File: src/rtl/stream_packer.sv
// stream_packer
//   Output-side packing stage. Pairs consecutive 32-bit accumulator results
//   into 64-bit beats (later result in the high word), buffers the beats in a
//   DEPTH-entry fall-through FIFO and presents them on an AXI Stream master
//   port with TLAST on the beat that carries the job's final result. An odd
//   final result is padded with a zero high word.
//
//   Optional feature macro: STREAM_PACKER_OVF_EN
//     defined   -> overflow is a sticky flag set when a beat is dropped
//     undefined -> overflow is tied low (beats are still dropped when full)
//
// Parameters
//   DEPTH      FIFO depth in 64-bit beats (power of two, >= 2)
// Ports
//   clk        single clock
//   rst        synchronous active-high reset (priority over everything)
//   run        job enable; low clears all state like rst
//   res_v      result valid (one cycle per result, no back-pressure)
//   res_d      32-bit result data
//   res_last   marks the final result of the job
//   dst_ready  M_AXIS_TREADY
//   dst_valid  M_AXIS_TVALID
//   dst_data   M_AXIS_TDATA
//   dst_last   M_AXIS_TLAST
//   full       FIFO holds DEPTH beats (registered)
//   overflow   sticky beat-dropped flag

module stream_packer #(
  parameter int DEPTH = 16
) (
  input  logic        clk,
  input  logic        rst,
  input  logic        run,
  input  logic        res_v,
  input  logic [31:0] res_d,
  input  logic        res_last,
  input  logic        dst_ready,
  output logic        dst_valid,
  output logic [63:0] dst_data,
  output logic        dst_last,
  output logic        full,
  output logic        overflow
);

  localparam int              AW        = $clog2(DEPTH);
  localparam logic [AW-1:0]   PTR_ONE   = AW'(1);
  localparam logic [AW:0]     CNT_ONE   = (AW+1)'(1);
  localparam logic [AW:0]     DEPTH_CNT = (AW+1)'(DEPTH);

  // Pairing register
  logic [31:0]   lo_q, lo_d;
  logic          half_q, half_d;

  // FIFO storage: bit 64 is the last flag, bits 63:0 the beat data
  logic [64:0]   mem_q [DEPTH];
  logic [AW-1:0] rd_ptr_q, rd_ptr_d;
  logic [AW-1:0] wr_ptr_q, wr_ptr_d;
  logic [AW:0]   count_q, count_d;
  logic          full_q;

  logic          clear;
  logic          push;
  logic          pop;
  logic          do_write;
  logic [64:0]   push_beat;

  // run low behaves exactly like rst
  assign clear = rst | ~run;

  // Pairing and FIFO control. A beat is produced either when a second result
  // completes the pair or when a lone final result must be padded. A push into
  // a full FIFO only succeeds if a pop frees the slot on the same edge.
  always_comb begin
    lo_d      = lo_q;
    half_d    = half_q;
    push      = res_v & (half_q | res_last);
    push_beat = half_q ? {res_last, res_d, lo_q} : {1'b1, 32'h0, res_d};
    pop       = (count_q != '0) & dst_ready;
    do_write  = push & ((count_q != DEPTH_CNT) | pop);

    if (res_v) begin
      if (half_q) begin
        half_d = 1'b0;
      end else if (!res_last) begin
        lo_d   = res_d;
        half_d = 1'b1;
      end
    end

    wr_ptr_d = do_write ? wr_ptr_q + PTR_ONE : wr_ptr_q;
    rd_ptr_d = pop      ? rd_ptr_q + PTR_ONE : rd_ptr_q;

    case ({do_write, pop})
      2'b10:   count_d = count_q + CNT_ONE;
      2'b01:   count_d = count_q - CNT_ONE;
      default: count_d = count_q;
    endcase
  end

  // Control state register; full is registered from the next count so it
  // tracks the occupancy visible in the following cycle.
  always_ff @(posedge clk) begin
    if (clear) begin
      lo_q     <= '0;
      half_q   <= 1'b0;
      rd_ptr_q <= '0;
      wr_ptr_q <= '0;
      count_q  <= '0;
      full_q   <= 1'b0;
    end else begin
      lo_q     <= lo_d;
      half_q   <= half_d;
      rd_ptr_q <= rd_ptr_d;
      wr_ptr_q <= wr_ptr_d;
      count_q  <= count_d;
      full_q   <= (count_d == DEPTH_CNT);
    end
  end

  // Storage array has no reset; contents are don't-care while empty.
  always_ff @(posedge clk) begin
    if (!clear && do_write) begin
      mem_q[wr_ptr_q] <= push_beat;
    end
  end

`ifdef STREAM_PACKER_OVF_EN
  logic ovf_q, ovf_d;

  // Sticky: set on the edge where a completed beat finds no room.
  always_comb begin
    ovf_d = ovf_q | (push & ~do_write);
  end

  always_ff @(posedge clk) begin
    if (clear) begin
      ovf_q <= 1'b0;
    end else begin
      ovf_q <= ovf_d;
    end
  end

  assign overflow = ovf_q;
`else
  assign overflow = 1'b0;
`endif

  // Fall-through read port
  assign dst_valid = (count_q != '0);
  assign dst_data  = mem_q[rd_ptr_q][63:0];
  assign dst_last  = (count_q != '0) & mem_q[rd_ptr_q][64];
  assign full      = full_q;

endmodule

File: config.mk
export PLATFORM = sky130hd
export DESIGN_NAME = stream_packer
export DESIGN_NICKNAME = d
export VERILOG_FILES = /design/src/rtl/stream_packer.sv
export SDC_FILE = /design/constraint.sdc
export NUM_CORES = 1
export LEC_CHECK = 0
export CORE_UTILIZATION = 50
export DETAILED_ROUTE_END_ITERATION = 6
export PLACE_DENSITY = 0.71
export SKIP_LAST_GASP = 1
export SLEW_MARGIN = 5
export SYNTH_ARGS = -nofsm -noshare
export SYNTH_HDL_FRONTEND = slang
export SYNTH_SLANG_ARGS = --single-unit
export TNS_END_PERCENT = 20
File: constraint.sdc
create_clock -name clk -period 19.6 [get_ports clk]
set_input_delay 2.94 -clock clk [delete_from_list [all_inputs] [get_ports clk]]
set_output_delay 2.94 -clock clk [all_outputs]
set_load 0.02 [all_outputs]
Yosys cells after proc, flatten, opt, wreduce, memory -nomap -nowiden
Memory sizes are Yosys's and may differ from the RTL's. A register that Yosys moved wholly into a read port is not among the register bits.
Index checks and enable logic that the tools add are counted.
- flip-flop bits (word level): 47
- bits in writable memories: 1040
- logic and storage cells: 37
- memories: 1
- memories (name ; depth ; width ; read ports ; clocked after Yosys merged registers in ; write ports ; RTL line ; text):
    mem_q ; 16 ; 65 ; 1 ; 1 ; 1 ; 55 ; logic [64:0] mem_q [DEPTH];
- add/subtract/negate cells: 4
- eq/ne operators: 4
- multiplexer cells: 8
- bitwise gates (word level): 10
- reductions and logical operators: 4
- operator list (kind ; number):
    2-to-1 mux 65 bit ; 1
    one-hot mux 5 bit (2 select lines) ; 1
    adder 4 x 1 -> 4 bit (second input constant) ; 2
    2-to-1 mux 4 bit ; 2
    adder 5 x 1 -> 5 bit (second input constant) ; 1
    == test 5 bit (second input constant) ; 1
    inequality test 5 bit (second input constant) ; 1
    nonzero test 5 bit ; 1
    subtractor 5 x 1 -> 5 bit (second input constant) ; 1
    AND 1 bit ; 4
    2-to-1 mux 1 bit ; 4
    inverter 1 bit ; 3
    bitwise OR 1 bit ; 3
    AND reduction 3 bit ; 1
    == test 2 x 1 -> 1 bit (second input constant) ; 1
    == test 2 bit (second input constant) ; 1
    logical AND 1 bit ; 1
    zero test 1 bit ; 1

Depth between registers and ports, before layout
- depth after elaboration: 7
- gate-level depth with buffers: 9

Worst setup path after synthesis
No wires, ideal clock.
- path type: input-to-reg
- from: in res_v
- to: mem mem_q[0][0] (enable)
- library setup time: 568 ps
- arrival: 8109 ps
- required time: 19032 ps
- path slack: 10923 ps
- stages: 4
- cell sequence: o21ai_1 a211oi_1 nand2_1 nor3_1
- word-level cells in the longest chain between the ends: 5
- RTL lines (item ; RTL line ; text):
    start, declared ; 34 ; input logic res_v,
    AND 1 bit ; 76 ; push = res_v & (half_q | res_last);
    AND 1 bit ; 79 ; do_write = push & ((count_q != DEPTH_CNT) | pop);
    logical AND 1 bit ; 122 ; if (!clear && do_write) begin
    2-to-1 mux 1 bit ; 122 ;
    2-to-1 mux 1 bit (implied by the code) ; 123 ; mem_q[wr_ptr_q] <= push_beat;
    end, declared ; 55 ;
Every way passes these cells.

==> results.md <==
* WP buf/inv at 2
* Worst rel slew slack at 16.5%
* Hold Buf Count CTS at 0
* Period minus WS final at 7.54 ns
* Placement Cell Area at 44,200 um^2
* Largest net degree at the start of global routing at 158
* Slowest-stage cell, CP: dfxtp_4
* Worst-path clk slew at 0.06 ns
* All-Layer GR Usage at 22.9%
* Clk pwr share at 42.3%
* Post-synth EDFFs at 1,040
* Vias in the first global route at 20,200
* Crit share post-route at 38.5%
* Reg power frac at 54.6%
* Finished Cell Area at 47,500 um^2
* Most used DFF post-synth: edfxtp_1
* CP most frequent cell: mux4_2
* Clock Skews at 0.0225 ns
* Clock sink count at 1,091
* Routed WL per cell at 30.8 um
* ANT nets after route at 0
* MaxCap Viol Count at 0
* Die footprint at 84,600 um^2
* Setup violators final at 0
* Share of cells above drive strength 1 at 27.9%
* CORE AREA at 82,400 um^2
* Comb pwr share at 3.1%
* Chip height at 291 um
* Final HPWL DP at 51,000 um
* Initial core utilization at 50.6%
* Static Leak at 14.8 nW
* Gate Count Post-Synth at 1,789
* DR vias/cell at 6.25
* Synth warnings at 0
* WP data required at 16.66 ns
* H-Tree Depth at 3
* Vias at 19,400
* Asr flop ratio synth at 0%
* Yosys cell types at 48
* Root buffer cell: clkbuf_16
* I/O Buffers at 104
* Post-CTS Setup Repair Bufs at 0
* Seq/Total Area, Yosys at 77.3%
* Sw Share at 19.6%
* Fin. max-slew vios at 0
* DRT Pass-1 Iters at 5
* GRT Residual Overflow at 0
* Skew-Pair Late Insertion Delay at 0.66 ns
* Pwr Total at 4.68 mW
* Clock tree from TritonCTS: yes
* I/O Pins at 106
* CP top delay family: buffers and inverters
* Cell Chain, Critical Path: buf_4, mux4_2, mux4_2, and2_1, clkdlybuf4s50_1
* Initial DRC count at 2,302
* CP endpoint kind: output pin
* Die X at 291 um
* Initial antenna violation count at 4
* Slew @ Worst Pin at 1.25 ns
* CTS Buf Count at 105
* RSZ-0062 raised after global routing: false
* FP Rows at 105
* Post-synthesis instance area at 41,700 um^2
* Worst path arrival time at 4.60 ns
* CTS Buffer Depth at 3
* Setup Crit Path Kind: register to output pin
* Crit Path Max Fanout at 55
* Dpl ws at 12.52 ns
* Setup TNS at 0 ns
* Pint at 3.77 mW
* Residual DRC count at 0
* Final worst setup slack at 12.06 ns
* #FFs+latches synth at 1,091
* First-pass GRT wire length at 139,000 um
* Syn nets at 1,836
* Startpoint class of the critical path: register
* Area delta synth->final at 13.9%
* Worst hold path type: register to register
* Status: finished clean
* PostCTS Resize Cnt at 0
* Largest stage delay on the critical path at 1.04 ns
* Final hold vios at 0
* Worst VDD drop at 0.0000756 V
* Nets@finish at 1,993
* Power Dens Cells at 98.6 nW/um^2
* Syn avg cell area at 23.3 um^2
* Drt total wl at 95,200 um
* Fmax at 0.133 GHz
* Gpl congestion at 0.796
* Sw power at 0.916 mW
[flip-flops by register name (all words and copies together) (netlist names), named ones only]
name / cells
wr_ptr_q: 4
rd_ptr_q: 4
mem_q: 1040
count_q: 5
full: 1
lo_q: 32
half_q: 1
[cells by family (layout without fill, tap and decap cells)]
kind of cell	Yosys count	in the layout	share of synthesized area [%]
compound gates	61	61	0.927
xor+xnor	7	7	0.147
fa+ha+maj	9	9	0.288
buf+inv	102	336	1.01
flops	1091	1091	77.3
mux	361	361	18.5
other cells	1	4	0.00899
simple gates	157	157	1.80
[Yosys cell counts, drive strengths merged (4+ instances only)]
library cell	n	area (um^2)
o211ai	4	43.8
inv	5	21.3
a21oi	38	190
mux2i	4	40.0
dfxtp	51	1020
nor3	7	35.0
edfxtp	1040	31200
buf	34	164
ha	8	100
nand2b	4	25.0
nor2	24	90.1
xnor2	5	43.8
a211oi	4	30.0
mux2	32	360
mux4	325	7320
o21ai	4	20.0
nand2	71	267
clkbuf	63	236
and2	34	213
[worst paths after layout]
| check | from | endpoint | slack (ns) | depth (start not counted) |
|---|---|---|---|---|
| worst max-delay path | register | dst_last | 12.06 | 5 |
| worst min-delay path | lo_q[26] | lo_q[26] | 0.45 | 2 |
| worst max register to register | count_q[0] | mem_q[3][15] | 15.75 | 7 |
| worst min register to register | lo_q[26] | lo_q[26] | 0.45 | 2 |
[worst min-delay path: cells and delay by family (launching register included)]
family             cells  cell delay (ns)
AOI/OAI and AO/OA      1             0.05
and+or+nand+nor        1             0.05
DFF                    1             0.30
[layer usage]
metal	up-vias	GRT usage (%)	routed length, um
met5	-	0	13
met4	2	6.61	2700
met3	153	4.13	7430
met2	827	37.6	47600
met1	10500	31.8	37500
li1	7894	-	-
[metrics by stage]
| stage | std cells | utilization (%) | hold slack (ns) |
|---|---|---|---|
| 6_report | 3096 | 57.7 | 0.452 |
| 5_1_grt | 3093 | 57.7 | 0.475 |
| 4_1_cts | 3093 | 57.7 | 0.453 |
| 3_5_place_dp | 2909 | 53.6 | 0.444 |
| 3_3_place_gp | 2909 | 53.6 | 0.438 |
| 2_1_floorplan | 1789 | - | 0.433 |
[placed cells by master, fill, tap and decap left out, types with 3 or more instances in the layout]
master / count
buf_4: 42
dfxtp_4: 4
nand2_1: 71
ha_1: 8
clkbuf_1: 25
nor3_1: 3
mux4_2: 325
dfxtp_1: 46
bufinv_16: 11
mux2i_1: 4
nor4_1: 3
diode_2: 3
xnor2_1: 5
mux2_2: 32
o211ai_1: 3
and2_1: 34
clkinv_1: 20
nand3_1: 3
clkdlybuf4s50_1: 104
clkbuf_16: 107
o21ai_0: 3
clkinv_2: 12
a21oi_1: 38
inv_1: 4
inv_6: 3
nor2_4: 12
nor2_1: 12
edfxtp_1: 1040
clkbuf_8: 5
nor3_2: 4
a211oi_1: 4
nand2b_1: 3
[cell type report]
type                            instances  area [um^2]
Timing Repair Buffer                  147         1380
Clock buffer                          137         2840
Inverter                                5         21.3
Antenna cell                            3         7.51
Clock inverter                         47          500
Sequential cell                      1091        32300
Multi-Input combinational cell        596         9150
Fill cell                            5712        34900
Tap cell                             1070         1340
[power by group through the flow]
stage	clock [mW]	combinational, mW	sequential (mW)
2_1_floorplan	0	0.0900	2.60
3_3_place_gp	0	0.142	2.61
3_5_place_dp	0	0.146	2.61
4_1_cts	2.00	0.147	2.56
5_1_grt	2.09	0.154	2.56
6_report	1.98	0.146	2.56
(Power assumes the default switching activity.)
